--- config.mk ---
export PLATFORM = sky130hd
export DESIGN_NAME = crc_hash_sequencer
export DESIGN_NICKNAME = d
export VERILOG_FILES = /design/src/rtl/crc_hash_pkg.sv /design/src/rtl/crc_hash_step.sv /design/src/rtl/crc_hash_sequencer.sv
export SDC_FILE = /design/constraint.sdc
export NUM_CORES = 1
export LEC_CHECK = 0
export ABC_AREA = 1
export CAP_MARGIN = 10
export CORE_ASPECT_RATIO = 1.4
export CORE_MARGIN = 2
export CORE_UTILIZATION = 42
export DETAILED_ROUTE_END_ITERATION = 10
export HOLD_SLACK_MARGIN = 0.15
export MAX_ROUTING_LAYER = met4
export PLACE_DENSITY = 0.66
export SYNTH_ARGS = -nofsm -noshare
export SYNTH_HDL_FRONTEND = slang
export SYNTH_SLANG_ARGS = --single-unit
--- constraint.sdc ---
create_clock -name i_clk -period 2.5 [get_ports i_clk]
set_clock_uncertainty 0.2 [all_clocks]
set_input_delay 0.5 -clock i_clk [delete_from_list [all_inputs] [get_ports i_clk]]
set_output_delay 0.5 -clock i_clk [all_outputs]
set_load 0.03 [all_outputs]
--- src/rtl/crc_hash_pkg.sv ---
`default_nettype none
// ============================================================================
// Module   : crc_hash_pkg
// Purpose  : Shared constants for the CRC-64 hash sequencer and its step cell:
//            the tap polynomial, the default parity width and the FSM state
//            encoding.
// Revision : 1.0 - initial release
// ============================================================================
package crc_hash_pkg;

    // Default parity width of the step cell and sequencer.
    localparam int HASH_LENGTH_DEFAULT = 64;

    // Tap polynomial. Literal index 0 is the MSB, so literal index i lives at
    // vector bit [64-i]. Bit i >= 1 selects whether parity[i] takes feedback.
    localparam logic [64:0] HASH_VALUE =
        65'b11001001011011000101011110010101110101111000011100001111010000101;

    // Sequencer state encoding.
    localparam logic [1:0] ST_IDLE   = 2'd0;
    localparam logic [1:0] ST_ACCEPT = 2'd1;
    localparam logic [1:0] ST_SHIFT  = 2'd2;
    localparam logic [1:0] ST_DONE   = 2'd3;

endpackage : crc_hash_pkg
`default_nettype wire

--- src/rtl/crc_hash_step.sv ---
`default_nettype none
// ============================================================================
// Module   : crc_hash_step
// Purpose  : One bit-serial CRC-64 LFSR step, purely combinational.
// Ports    : i_msg    - message bit consumed by this step
//            i_parity - current parity
//            o_parity - parity after absorbing i_msg
// Revision : 1.0 - initial release
// ============================================================================
module crc_hash_step
    import crc_hash_pkg::*;
#(
    parameter int HASH_LENGTH = HASH_LENGTH_DEFAULT
) (
    input  logic                   i_msg,
    input  logic [HASH_LENGTH-1:0] i_parity,
    output logic [HASH_LENGTH-1:0] o_parity
);

    logic w_fb;

    assign w_fb        = i_msg ^ i_parity[HASH_LENGTH-1];
    assign o_parity[0] = w_fb;

    // Literal index i of the polynomial sits at vector bit [HASH_LENGTH-i].
    for (genvar i = 1; i < HASH_LENGTH; i++) begin : g_tap
        assign o_parity[i] = i_parity[i-1] ^ (HASH_VALUE[HASH_LENGTH-i] & w_fb);
    end

endmodule : crc_hash_step
`default_nettype wire

--- src/rtl/crc_hash_sequencer.sv ---
`default_nettype none
// ============================================================================
// Module   : crc_hash_sequencer
// Purpose  : Runs multi-word messages through PARALLEL chained CRC-64 step
//            cells per cycle (MSB first) and presents the final hash on a
//            valid/ready output.
// Ports    : i_clk, i_RESET (sync, active high)
//            i_start                 - opens a message (IDLE only)
//            i_data/i_valid/i_last   - word input, accepted when o_ready
//            o_ready                 - high only in ACCEPT
//            o_hash/o_hash_valid     - final hash, held until i_hash_ready
//            i_hash_ready            - consumer accept
//            o_busy                  - high outside IDLE
// Config   : CRC_HASH_SEQ_FINAL_INVERT_EN - when defined, o_hash is the
//            inverted parity, registered on entry to DONE.
// Revision : 1.0 - initial release
// ============================================================================
module crc_hash_sequencer
    import crc_hash_pkg::*;
#(
    parameter int HASH_LENGTH = HASH_LENGTH_DEFAULT,
    parameter int DATA_WIDTH  = 32,
    parameter int PARALLEL    = 8
) (
    input  logic                   i_clk,
    input  logic                   i_RESET,
    input  logic                   i_start,
    input  logic [DATA_WIDTH-1:0]  i_data,
    input  logic                   i_valid,
    input  logic                   i_last,
    output logic                   o_ready,
    output logic [HASH_LENGTH-1:0] o_hash,
    output logic                   o_hash_valid,
    input  logic                   i_hash_ready,
    output logic                   o_busy
);

    localparam int BEATS  = DATA_WIDTH / PARALLEL;
    // Keep the counter at least one bit wide when a word takes a single beat.
    localparam int BEAT_W = (BEATS > 1) ? $clog2(BEATS) : 1;
    localparam logic [BEAT_W-1:0] LAST_BEAT = BEAT_W'(BEATS - 1);

    logic [1:0]             state_q,  state_d;
    logic [DATA_WIDTH-1:0]  shreg_q,  shreg_d;
    logic                   last_q,   last_d;
    logic [BEAT_W-1:0]      beat_q,   beat_d;
    logic [HASH_LENGTH-1:0] parity_q, parity_d;

    logic                   w_final_beat;
    logic [HASH_LENGTH-1:0] w_chain [0:PARALLEL];

    // ------------------------------------------------------------------------
    // Step chain: stage k consumes shreg bit DATA_WIDTH-1-k.
    // ------------------------------------------------------------------------
    assign w_chain[0] = parity_q;

    for (genvar k = 0; k < PARALLEL; k++) begin : g_step
        crc_hash_step #(
            .HASH_LENGTH (HASH_LENGTH)
        ) u_step (
            .i_msg    (shreg_q[DATA_WIDTH-1-k]),
            .i_parity (w_chain[k]),
            .o_parity (w_chain[k+1])
        );
    end

    assign w_final_beat = (state_q == ST_SHIFT) && (beat_q == LAST_BEAT);

    // ------------------------------------------------------------------------
    // Next-state logic
    // ------------------------------------------------------------------------
    always_comb begin
        state_d  = state_q;
        shreg_d  = shreg_q;
        last_d   = last_q;
        beat_d   = beat_q;
        parity_d = parity_q;

        case (state_q)
            ST_IDLE: begin
                if (i_start) begin
                    state_d  = ST_ACCEPT;
                    parity_d = '0;
                end
            end
            ST_ACCEPT: begin
                if (i_valid) begin
                    shreg_d = i_data;
                    last_d  = i_last;
                    beat_d  = '0;
                    state_d = ST_SHIFT;
                end
            end
            ST_SHIFT: begin
                parity_d = w_chain[PARALLEL];
                shreg_d  = shreg_q << PARALLEL;
                if (beat_q == LAST_BEAT) begin
                    state_d = last_q ? ST_DONE : ST_ACCEPT;
                end else begin
                    beat_d = beat_q + BEAT_W'(1);
                end
            end
            ST_DONE: begin
                if (i_hash_ready) begin
                    state_d = ST_IDLE;
                end
            end
            default: begin
                state_d = ST_IDLE;
            end
        endcase
    end

    always_ff @(posedge i_clk) begin
        if (i_RESET) begin
            state_q  <= ST_IDLE;
            shreg_q  <= '0;
            last_q   <= 1'b0;
            beat_q   <= '0;
            parity_q <= '0;
        end else begin
            state_q  <= state_d;
            shreg_q  <= shreg_d;
            last_q   <= last_d;
            beat_q   <= beat_d;
            parity_q <= parity_d;
        end
    end

    // ------------------------------------------------------------------------
    // Outputs
    // ------------------------------------------------------------------------
    assign o_ready      = (state_q == ST_ACCEPT);
    assign o_hash_valid = (state_q == ST_DONE);
    assign o_busy       = (state_q != ST_IDLE);

`ifdef CRC_HASH_SEQ_FINAL_INVERT_EN
    logic [HASH_LENGTH-1:0] hash_q, hash_d;

    // Capture the inverted result on the beat that enters DONE so o_hash is
    // stable for the whole DONE window.
    always_comb begin
        hash_d = hash_q;
        if (w_final_beat && last_q) begin
            hash_d = ~w_chain[PARALLEL];
        end
    end

    always_ff @(posedge i_clk) begin
        if (i_RESET) begin
            hash_q <= '0;
        end else begin
            hash_q <= hash_d;
        end
    end

    assign o_hash = hash_q;
`else
    // Parity does not move in DONE, so it can drive the output directly.
    assign o_hash = parity_q;
`endif

endmodule : crc_hash_sequencer
`default_nettype wire
* Yosys cells after proc, flatten, opt, wreduce, memory -nomap -nowiden
Cells that the tools add are included.
** Word-level totals
- Bits in registers :: 101
- Output and inout port bits :: 67
** Cells by class
- $add $sub $neg :: 1
- Equal/unequal tests :: 9
- Multiplexer cells :: 13
- Bitwise gates (word level) :: 264
- Reduce and logical (&&, ||, !) cells :: 9
** Operators by type and width (number)
- $xor A1 B1 Y1 :: 264
- $pmux W64 S2 :: 1
- $mux W64 :: 1
- $pmux W32 S2 :: 1
- $mux W32 :: 1
- $mux W2 :: 7
- $pmux W2 S4 :: 1
- $eq A2 B2 Y1 const B :: 3
- $ne A2 B2 Y1 const B :: 3
- $reduce_and A2 Y1 :: 3
- $reduce_bool A2 Y1 :: 3
- $ne A2 B1 Y1 const B :: 2
- $pmux W2 S2 :: 1
- $reduce_and A4 Y1 :: 1
- $reduce_and A3 Y1 :: 1
- $add A2 B1 Y2 const B :: 1
- $eq A2 B1 Y1 const B :: 1
- $logic_not A2 Y1 :: 1

* Depth between registers and ports, before layout
- Depth in word-level cells :: 10
- Mapped depth :: 15
- Gate-level depth less buffers :: 14

* By module
Synthesis repeated with hierarchy kept, for this count alone.
** Unflattened totals
- Cells, all modules :: 2067
- Area total of the unflattened synthesis :: 11872.6 sq um
** By module, submodules not included
- crc_hash_step :: times used 8, cells each 179, area each 904.6 sq um, seq. area each 0.0 sq um
- crc_hash_sequencer :: times used 1, cells each 635, area each 4635.7 sq um, seq. area each 2021.9 sq um

* Least setup slack after synthesis
OpenSTA, ideal clock, no wires.
- Path type :: reg2reg
- Start :: register state_q[0]
- End :: register shreg_q[10]
- Library setup time :: 0.125 ns
- Arrival time :: 1.840 ns
- Data required time :: 2.175 ns
- Slack :: 0.334 ns
- Cell stages (with the launch flop) :: 10
- Buffers on the path :: 2
- Clock period less this slack :: 2.166 ns
- Cells stage by stage :: dfxtp_1 -> inv_1 -> nor2_1 -> inv_1 -> nor2_2 -> inv_2 -> nand2_1 -> buf_2 -> buf_2 -> a31oi_1
** Between the ends
- Word-level cells in the longest chain between the ends :: 3
** Ends and longest elaborated chain
- start, declared :: line crc_hash_sequencer.sv:43 : logic [1:0] state_q, state_d;
- start signal, assigned :: line crc_hash_sequencer.sv:122 : state_q <= state_d;
- $eq A2 B1 Y1 (*)
- via o_ready :: line crc_hash_sequencer.sv:31 : output logic o_ready,
- $ne A2 B2 Y1 (no source line) or $reduce_bool A2 Y1 (tied branches)
- $reduce_and A2 Y1 (no source line)
- end signal, assigned :: line crc_hash_sequencer.sv:123 : shreg_q <= shreg_d;
- end, declared :: line crc_hash_sequencer.sv:44 : logic [DATA_WIDTH-1:0] shreg_q, shreg_d;
The timed path passes the listed nets; every way through them passes the cells marked *.
A chain may end at the register's enable or synchronous reset.

* Worst setup path after layout
- Start :: register state_q[0]
- End :: output o_ready
** Between the ends
- Word-level cells in the longest chain between the ends :: 1
** Ends and longest elaborated chain
- $eq A2 B1 Y1 :: line crc_hash_sequencer.sv:133 : assign o_ready = (state_q == ST_ACCEPT);
- end, declared :: line crc_hash_sequencer.sv:31
Every way passes these cells.

==> impl_metrics.py <==
metrics = {
    "route": {
        "wl_um": 18450,
        "viasPerCell": 5.041,
        "via_count": 6130,
        "wl_per_cell_um": 15.18,
        "drt_iter0_drc": 305,
        "remaining_drc_errors": 0,
        "drt_first_pass_iters": 5,
        "drtAntennaViolNets": 0,
    },
    "clock_network": {
        "cts.sinks": 101,
        "numCtsBuffers": 9,
        "cts.reportedPaths.clkPinSlew_ps": 70,
        "cts_max_path_buffers": 2,
        "cts_setup_buffers": 0,
        "clk_latency_ps": 350,
        "clockRootBuffer": "clkbuf_16",
        "h-tree-depth": 3,
        "postCtsHoldBufs": 0,
        "cts_tree": "built",
    },
    "worst_hold_path": {
        "min_path_cells": 2,
        "hold_end": "last_q",
        "min_path_type": "register to register",
        "hp-start": "last_q",
    },
    "global_route": {
        "met1_usage": 0.2818,
        "grtUsageTotal": 0.2434,
        "grt_pass1_wl_um": 29010,
        "grt_pass1_vias": 5511,
        "overflow": 0,
        "antenna_found_initial": 0,
        "grtUsageMet2": 0.4147,
        "grt_max_degree": 65,
        "grt_busiest_layer": "met2",
        "use_met3": 0.04747,
    },
    "final_layout": {
        "area_growth_pct": 25.34,
        "layout.nets": 1061,
        "n_antenna_cell": 0,
        "fill_cells": 1451,
        "drive_above_1_share": 0.1120,
    },
    "synth": {
        "yosys-top-cells-area": "dfxtp_1 (33%), nand2_1 (21%), xor2_1 (8.0%), a21oi_1 (6.3%), nand3_1 (4.9%)",
        "synth_edf_count": 0,
        "synth_cells": 926,
        "avgSynthCellArea_sq_um": 6.640,
        "synth_ff_type": "dfxtp_1",
        "async_flop_share": 0,
        "syn_area_sq_um": 6148,
        "syn-num-nets": 965,
        "ys_types": 32,
        "ys_top_cells_by_count": "nand2_1 (349), dfxtp_1 (101), a21oi_1 (77), nand3_1 (60), inv_1 (59)",
        "ys_warn_count": 0,
        "synth_top_area_frac": 0.3289,
        "synth_area_leader_cell": "dfxtp_1",
        "ys_seq_elements": 101,
        "ys_seq_area_frac": 0.3289,
        "synth.most_common_cell": "nand2_1",
    },
    "sta": {
        "maxSlewViolCount": 0,
        "finalSetupTns_ps": 0,
        "slew-limit-headroom": 0.6669,
        "finalSetupViolations": 0,
        "grt_setup_unrepaired": "no",
        "layout_min_cycle_time_ps": 2373,
        "hold_viol": 0,
        "setup_slack_ps": 126.8,
        "finalCritPeriodShare": 0.9493,
        "fmax_mhz": 421.4,
        "tightestPinTransition_ps": 499.7,
    },
    "worst_setup_path": {
        "crit_arrival_ps": 1670,
        "rrSetupSlack_ps": 170,
        "crit_required_ps": 1800,
        "crit_fanout": 5,
        "rr_startpoint": "o_hash[61]",
        "start_kind": "register",
        "critical_path_class": "register to output port",
        "r2r-end": "o_hash[54]",
        "end_kind": "output port",
        "r2r_cells": 14,
    },
    "floorplanning": {
        "die_w_um": 106.3,
        "dieArea_sq_um": 15640,
        "core_sq_um": 14380,
        "start_util": 0.4276,
        "num_rows": 52,
        "ioPinCount": 105,
        "die_h_um": 147.2,
    },
    "placement": {
        "dp_hpwl_um": 13460,
        "gp_congestion": 0.9367,
        "numPortBuffers": 104,
        "preCtsSetupSlack_ps": 92.74,
    },
    "run_status": {
        "outcome": "complete, no violations",
    },
    "flow_run": {
        "drv_cap": 0,
    },
}
==> metrics by stage <==
stage / cell area [sq um] / util / hold WS (ps) / cells
5_1_grt: 7706 / 0.5359 / 276.9 / 1216
4_1_cts: 7699 / 0.5354 / 258.9 / 1216
3_5_place_dp: 7420 / 0.5160 / 246.8 / 1200
6_report: 7706 / 0.5359 / 255.6 / 1216
3_3_place_gp: 7420 / 0.5160 / 240.2 / 1200
2_1_floorplan: 6148 / - / 224.8 / 926
==> cell usage in the layout, fill, tap and decap left out, types with 3 or more instances in the layout <==
master / instances
a21oi_1: 77
a31oi_1: 27
buf_4: 23
clkbuf_16: 9
clkdlybuf4s50_1: 103
clkinv_4: 3
dfxtp_1: 99
inv_1: 59
inv_2: 6
nand2_1: 349
nand2_2: 26
nand2_4: 12
nand3_1: 60
nand3b_1: 6
nor2_1: 4
o211ai_1: 3
o21ai_0: 39
o21ai_1: 3
or2_1: 3
or2_2: 22
xnor2_1: 17
xor2_1: 56
==> area by class of cell <==
cell class | count | area (sq um) | share of cell area
multi-input combinational | 716 | 3674 | 0.4767
sequential | 101 | 2024 | 0.2627
timing repair buffer | 129 | 1249 | 0.1620
inverter | 65 | 244.0 | 0.03166
clock buffer | 11 | 242.7 | 0.03150
tap | 189 | 236.5 | 0.03069
clock inverter | 5 | 36.28 | 0.004709
==> worst max path at each step <==
stage / startpoint / endpoint / slack, ps / cells past startpoint
global route: o_hash[63] / o_hash[54] / 20 / 14
global placement: o_hash[61] / o_hash[40] / 110 / 13
finish: state_q[0] / o_ready / 130 / 3
floorplan: state_q[0] / shreg_q[10] / 330 / 9
CTS: o_hash[61] / o_hash[55] / 60 / 13
detailed placement: o_hash[61] / o_hash[10] / 90 / 13
==> state kept, by name, indices dropped and copies added, names as in the netlist <==
name     count
shreg_q     32
beat_q       2
last_q       1
o_hash      64
state_q      2
==> timing repair <==
action / CTS / global route
endpoints found under the setup margin: 0 / 15
endpoints found under the hold margin: 0 / 0
gates resized for setup: 0 / 3
==> per-layer routing <==
| metal | vias to the layer above | part of all wire |
|---|---|---|
| met1 | 2780 | 0.41 |
| li1 | 3158 | - |
| met4 | 0 | 0.024 |
| met2 | 168 | 0.51 |
| met3 | 24 | 0.058 |
| met5 | - | 0 |
==> worst max-delay path, stage by stage (launching register included) <==
cell and delay, ps:
dfxtp_1 350, inv_1 110, nor2_1 180, clkdlybuf4s50_1 700
==> cells by family after synthesis <==
kind of cell,share of synthesized area
AO/OA/AOI/OAI,0.1361
XOR/XNOR,0.1066
adder cells (fa/ha/maj),0.002035
buffers and inverters,0.07631
flip-flops,0.3289
AND/OR/NAND/NOR,0.3500
Power is left out: the tool's default activity adds up to more than one toggle a clock period on the data nets, which glitch-free logic cannot reach.
